## config.mk

```make
export PLATFORM = sky130hd
export DESIGN_NAME = range_scheduler
export DESIGN_NICKNAME = d
export VERILOG_FILES = /design/src/rtl/range_scheduler_pkg.sv /design/src/rtl/range_scheduler_echo_sync.sv /design/src/rtl/range_scheduler.sv
export SDC_FILE = /design/constraint.sdc
export NUM_CORES = 1
export LEC_CHECK = 0
export BUFFER_PORTS_ARGS = -buffer_cell sky130_fd_sc_hd__buf_2
export CAP_MARGIN = 0
export CORE_UTILIZATION = 51
export CTS_CLUSTER_SIZE = 10
export DETAILED_ROUTE_END_ITERATION = 7
export PLACE_DENSITY = 0.66
export REMOVE_ABC_BUFFERS = 1
export SLEW_MARGIN = 20
export SYNTH_ARGS = -nofsm -noshare
export SYNTH_HDL_FRONTEND = slang
export SYNTH_HIERARCHICAL = 1
export SYNTH_SLANG_ARGS = --single-unit
```

## constraint.sdc

```tcl
create_clock -name clk -period 3.08 [get_ports clk]
set_input_delay 0.308 -clock clk [delete_from_list [all_inputs] [get_ports clk]]
set_output_delay 0.308 -clock clk [all_outputs]
set_load 0.02 [all_outputs]
```

## src/rtl/range_scheduler_pkg.sv

```systemverilog
// Shared constants and FSM state encodings for the ultrasonic ranging path.
// State values keep the legacy numeric encodings so existing benches can decode them.
package range_scheduler_pkg;

  localparam int unsigned CLK_FREQ_HZ = 50_000_000;
  localparam int unsigned DIST_W_DEF  = 9;

  typedef enum logic [2:0] {
    ST_IDLE      = 3'd0,
    ST_TRIG      = 3'd1,
    ST_WAIT_ECHO = 3'd2,
    ST_MEASURE   = 3'd3,
    ST_HOLDOFF   = 3'd4
  } state_e;

endpackage

```

## src/rtl/range_scheduler_echo_sync.sv

```systemverilog
// Two-flop synchronizer for the raw sensor echo, plus single-cycle rise/fall
// pulses derived from the synchronized level.
module echo_sync (
  input  logic clk,
  input  logic rst_n,
  input  logic async_i,
  output logic sync_o,
  output logic rise_o,
  output logic fall_o
);

  // [0],[1] form the synchronizer; [2] is the previous synchronized level.
  logic [2:0] sh_q;

  always_ff @(posedge clk or negedge rst_n) begin
    if (!rst_n) begin
      sh_q <= '0;
    end else begin
      sh_q <= {sh_q[1:0], async_i};
    end
  end

  assign sync_o = sh_q[1];
  assign rise_o = sh_q[1] & ~sh_q[2];
  assign fall_o = ~sh_q[1] & sh_q[2];

endmodule

```

## src/rtl/range_scheduler.sv

```systemverilog
// Periodic ultrasonic trigger/echo sequencer: times the echo, converts to cm,
// flags timeouts and near hits. Define RANGE_AVG_EN for a 4-sample moving average.
module range_scheduler
  import range_scheduler_pkg::*;
#(
  parameter int unsigned TRIG_CYCLES    = 500,
  parameter int unsigned CYCLES_PER_CM  = 2900,
  parameter int unsigned TIMEOUT_CYCLES = 1_500_000,
  parameter int unsigned PERIOD_CYCLES  = 3_000_000,
  parameter int unsigned DIST_W         = DIST_W_DEF,
  parameter int unsigned CNT_W          = 24
) (
  input  logic              clk,
  input  logic              rst_n,
  input  logic              enable_i,
  input  logic [DIST_W-1:0] threshold_i,
  input  logic              echo_i,
  output logic              trigger_o,
  output logic [DIST_W-1:0] dist_o,
  output logic              valid_o,
  output logic              timeout_o,
  output logic              near_o,
  output logic              busy_o
);

  localparam logic [CNT_W-1:0]  TRIG_LAST = CNT_W'(TRIG_CYCLES - 1);
  localparam logic [CNT_W-1:0]  TMO_LAST  = CNT_W'(TIMEOUT_CYCLES - 1);
  localparam logic [CNT_W-1:0]  PER_LAST  = CNT_W'(PERIOD_CYCLES - 1);
  localparam logic [CNT_W-1:0]  CPC_LAST  = CNT_W'(CYCLES_PER_CM - 1);
  localparam logic [CNT_W-1:0]  CNT_ONE   = CNT_W'(1);
  localparam logic [DIST_W-1:0] DIST_MAX  = '1;
  localparam logic [DIST_W-1:0] DIST_ONE  = DIST_W'(1);

  state_e            state_q, state_d;
  logic [CNT_W-1:0]  phase_q, phase_d;
  logic [CNT_W-1:0]  period_q, period_d;
  logic [CNT_W-1:0]  psc_q, psc_d;
  logic [DIST_W-1:0] dcnt_q, dcnt_d;

  logic              trig_q, valid_q, tmo_q, near_q;
  logic [DIST_W-1:0] dist_q;

  logic              echo_s, echo_rise, echo_fall;
  logic              sample_vld, tmo_evt, count_en;
  logic [CNT_W-1:0]  psc_base;
  logic [DIST_W-1:0] dcnt_base;
  logic [DIST_W-1:0] dist_new;

  echo_sync u_echo_sync (
    .clk     (clk),
    .rst_n   (rst_n),
    .async_i (echo_i),
    .sync_o  (echo_s),
    .rise_o  (echo_rise),
    .fall_o  (echo_fall)
  );

  // The rising-edge cycle itself is counted so the total equals the echo width.
  assign count_en  = ((state_q == ST_MEASURE) && echo_s) ||
                     ((state_q == ST_WAIT_ECHO) && echo_rise);
  assign psc_base  = (state_q == ST_MEASURE) ? psc_q  : '0;
  assign dcnt_base = (state_q == ST_MEASURE) ? dcnt_q : '0;

  always_comb begin
    state_d    = state_q;
    phase_d    = phase_q + CNT_ONE;
    period_d   = (period_q == '1) ? period_q : period_q + CNT_ONE;
    psc_d      = psc_q;
    dcnt_d     = dcnt_q;
    sample_vld = 1'b0;
    tmo_evt    = 1'b0;

    if (count_en) begin
      if (psc_base == CPC_LAST) begin
        psc_d  = '0;
        dcnt_d = (dcnt_base == DIST_MAX) ? dcnt_base : dcnt_base + DIST_ONE;
      end else begin
        psc_d  = psc_base + CNT_ONE;
        dcnt_d = dcnt_base;
      end
    end

    case (state_q)
      ST_IDLE: begin
        if (enable_i) begin
          state_d  = ST_TRIG;
          phase_d  = '0;
          period_d = '0;
        end
      end
      ST_TRIG: begin
        if (phase_q == TRIG_LAST) begin
          state_d = ST_WAIT_ECHO;
          phase_d = '0;
        end
      end
      ST_WAIT_ECHO: begin
        // Edge-triggered entry makes a stale-high echo wait for a fresh rise.
        if (echo_rise) begin
          state_d = ST_MEASURE;
        end else if (phase_q == TMO_LAST) begin
          state_d = ST_HOLDOFF;
          tmo_evt = 1'b1;
        end
      end
      ST_MEASURE: begin
        if (echo_fall) begin
          state_d    = ST_HOLDOFF;
          sample_vld = 1'b1;
        end else if (phase_q == TMO_LAST) begin
          state_d = ST_HOLDOFF;
          tmo_evt = 1'b1;
        end
      end
      ST_HOLDOFF: begin
        if (period_q >= PER_LAST) begin
          if (enable_i) begin
            state_d  = ST_TRIG;
            phase_d  = '0;
            period_d = '0;
          end else begin
            state_d = ST_IDLE;
          end
        end
      end
      default: state_d = ST_IDLE;
    endcase
  end

`ifdef RANGE_AVG_EN
  logic [3:0][DIST_W-1:0] hist_q;
  logic [DIST_W+1:0]      sum_q, sum_d;
  logic                   primed_q;

  // First sample after reset fills the whole window so the average starts flat.
  always_comb begin
    if (primed_q) begin
      sum_d = sum_q - {2'b00, hist_q[3]} + {2'b00, dcnt_q};
    end else begin
      sum_d = {dcnt_q, 2'b00};
    end
  end

  assign dist_new = sum_d[DIST_W+1:2];

  always_ff @(posedge clk or negedge rst_n) begin
    if (!rst_n) begin
      hist_q   <= '0;
      sum_q    <= '0;
      primed_q <= 1'b0;
    end else if (sample_vld) begin
      hist_q   <= primed_q ? {hist_q[2:0], dcnt_q} : {4{dcnt_q}};
      sum_q    <= sum_d;
      primed_q <= 1'b1;
    end
  end
`else
  assign dist_new = dcnt_q;
`endif

  always_ff @(posedge clk or negedge rst_n) begin
    if (!rst_n) begin
      state_q  <= ST_IDLE;
      phase_q  <= '0;
      period_q <= '0;
      psc_q    <= '0;
      dcnt_q   <= '0;
      trig_q   <= 1'b0;
      valid_q  <= 1'b0;
      tmo_q    <= 1'b0;
      near_q   <= 1'b0;
      dist_q   <= '0;
    end else begin
      state_q  <= state_d;
      phase_q  <= phase_d;
      period_q <= period_d;
      psc_q    <= psc_d;
      dcnt_q   <= dcnt_d;
      trig_q   <= (state_d == ST_TRIG);
      valid_q  <= sample_vld;
      tmo_q    <= tmo_evt;
      if (sample_vld) begin
        dist_q <= dist_new;
        near_q <= (dist_new <= threshold_i);
      end else if (tmo_evt) begin
        near_q <= 1'b0;
      end
    end
  end

  assign trigger_o = trig_q;
  assign dist_o    = dist_q;
  assign valid_o   = valid_q;
  assign timeout_o = tmo_q;
  assign near_o    = near_q;
  assign busy_o    = (state_q != ST_IDLE);

endmodule

```

==> metrics.txt <==
initial antenna violation count=0; DR iter-0 viols=204; row cnt=37; DRT Pass-1 Iters=5; Netlist cell types=65; worst flop-to-flop path startpoint=state_q[0]; Worst Tran Pin Value=0.9153 ns; leading area contributor after synthesis=dfrtp_1; crit path DAT=3.08 ns; clock buffer depth=2; largest net degree at the start of global routing=74; Core Area=10460 sq um; worst skew pair latency=0.38 ns; design area=6113 sq um; global-route wire length before repair=21110 um; Final Wtd Congestion=0.8350; met3 routed WL=458 um; maxcap violations=0; Initial Util=0.5350; Seq/Total Area, Yosys=0.4470; DP Area=5927 sq um; Post-CTS Hold Buffers=0; routed vias=4632; gr usage total=0.2338; DRC errors left=0; Net count, final=660; Die Height=106.8 um; number of synthesized flops with an enable pin=0; Reg2Reg Depth=8; hold crit path type=in -> async; CTS tree=built; hpwl dp=8539 um; Cells after Synth=605; Synth Cell Area=5598 sq um; Max Fclk=0.3600 GHz; most common cell after layout, fill and taps aside=dfrtp_1; Worst Path Max Fanout=13; CP required=3.38 ns; Power Dens Cells=420.2 nW/um^2; #FFs+latches synth=100; worst relative slew slack=0.3898; FF-to-FF End=dcnt_q[4]; Hold Slack=0.03594 ns; Critical path origin=state_q[0]; Avg WL per Cell=15.77 um; Final Setup Violations=0; area delta synth->final=9.209%; Period Utilization, post-route=0.9018; Sink Count=100; Die ar.=11400 sq um; crit path kind=reg -> reg; YS warnings=6; die width=106.8 um; predominant post-synthesis flop cell=dfrtp_1; clk slew on worst S/H paths=0.10 ns; Final TNS setup=0 ns; worst vdd ir=0.4134 mV; reg-to-reg setup timing slack=0.30 ns; Post-Syn Area per Cell=9.253 sq um; most frequent cells in the layout=dfrtp_1, nor2_1, nand2_1; Port Buffers=26; layout cells sized above 1=0.1238; Final Critical Period=2.778 ns; Pleak=2.687 nW; Ant. Diodes=0; Fin. Hold Viols=0; RSZ-0062 raised after global routing=false; M1 wire length=5893 um; highest metal used=met4; vias in the first global route=4410; met2 WL post-DR=5762 um; Slew Limit Fails=0; vias per inst=5.984; final std cells w/o fill=774; DP Cell Count=759; Inserted Clock Buffers=9; Root Driver=clkbuf_8; critical path startpoint category=flop; Synth area leaders=dfrtp_1, xnor2_1, nor2_1; crit path capture type=flop; Total Wirelength=12210 um; Power Total=2.569 mW; H-tree levels=3; CP endpoint=dcnt_q[4]; Final ANT Viol Nets=0; Yosys top cell area share=0.4470; total setup buffers inserted after CTS=0; asr flop ratio synth=1.000; status=finished, final reports clean; boundary pin count=27; cts repair resizes=0; Worst Clk Skew=0.01462 ns; grt ovf=0
cell families after synthesis:
kind of cell	Yosys count	synth area share
simple gates	287	0.2810
compound gates	114	0.1312
flops	100	0.4470
xor+xnor	42	0.06571
buf+inv	40	0.02816
fa+ha+maj	13	0.02906
mux	9	0.01788
synth_stat cells, types with 10 or more instances:
cell      number
a21oi_1       29
a31oi_1       13
and2_1        16
and3_1        17
clkbuf_1      17
dfrtp_1      100
ha_1          13
inv_1         15
nand2_1       56
nand3_1       31
nand4_1       34
nor2_1        57
nor3_1        12
nor4_1        12
o21ai_0       27
o31ai_1       10
xnor2_1       26
xor2_1        16
worst min-delay path by stage:
stage | cells past startpoint | to | start | slack [ns]
2_1_floorplan | 0 | dcnt_q[0] | rst_n | 0.01
3_3_place_gp | 0 | u_echo_sync/sh_q[1] | u_echo_sync/sh_q[0] | 0.34
3_5_place_dp | 0 | u_echo_sync/sh_q[1] | u_echo_sync/sh_q[0] | 0.34
4_1_cts | 1 | u_echo_sync/sh_q[0] | echo_i | 0.01
5_1_grt | 1 | u_echo_sync/sh_q[0] | echo_i | 0.006
6_report | 1 | near_o | rst_n | 0.04
worst max-delay path: stages, from the launching register on:
cell and delay (ns):
dfrtp_1 0.56, and3b_1 0.34, and2_1 0.19, ha_1 0.22, nor4b_1 0.23, and3_1 0.30, nand3_1 0.17, or4_1 0.54
a21oi_1 0.15
power breakdown:
group / total [mW] / internal [mW] / switching [mW]
Clock: 0.787 / 0.356 / 0.432
Combinational: 0.282 / 0.121 / 0.161
Sequential: 1.50 / 1.39 / 0.110
Total: 2.57 / 1.87 / 0.704
through the flow:
step	worst slack, ns	utilization
global route	0.06685	0.5843
detailed placement	0.3685	0.5665
finish	0.3024	0.5843
global placement	0.4723	0.5665
CTS	0.3372	0.5843
floorplan	0.4150	-
routing by layer:
metal | GRT usage | up-vias
met5 | 0 | -
met4 | 0.07241 | 0
met3 | 0.04863 | 10
li1 | - | 2280
met2 | 0.3816 | 96
met1 | 0.3123 | 2246
flip-flops by register name (all words and copies together), names as in the netlist:
name and count:
dcnt_q 9, dist_o 9, near_o 1, period_q 24
phase_q 24, psc_q 24, state_q 3, timeout_o 1
trigger_o 1, u_echo_sync/sh_q 3, valid_o 1
area by class of cell:
class                      count  area (sq um)
fill                         939          4349
clock inverter                 3         21.27
inverter                      15         56.30
timing repair buffer          43         260.3
tap                          136         170.2
clock buffer                  12         165.2
multi-input combinational    465          2938
sequential                   100          2502
No activity file was read; power rests on OpenSTA's default activity.
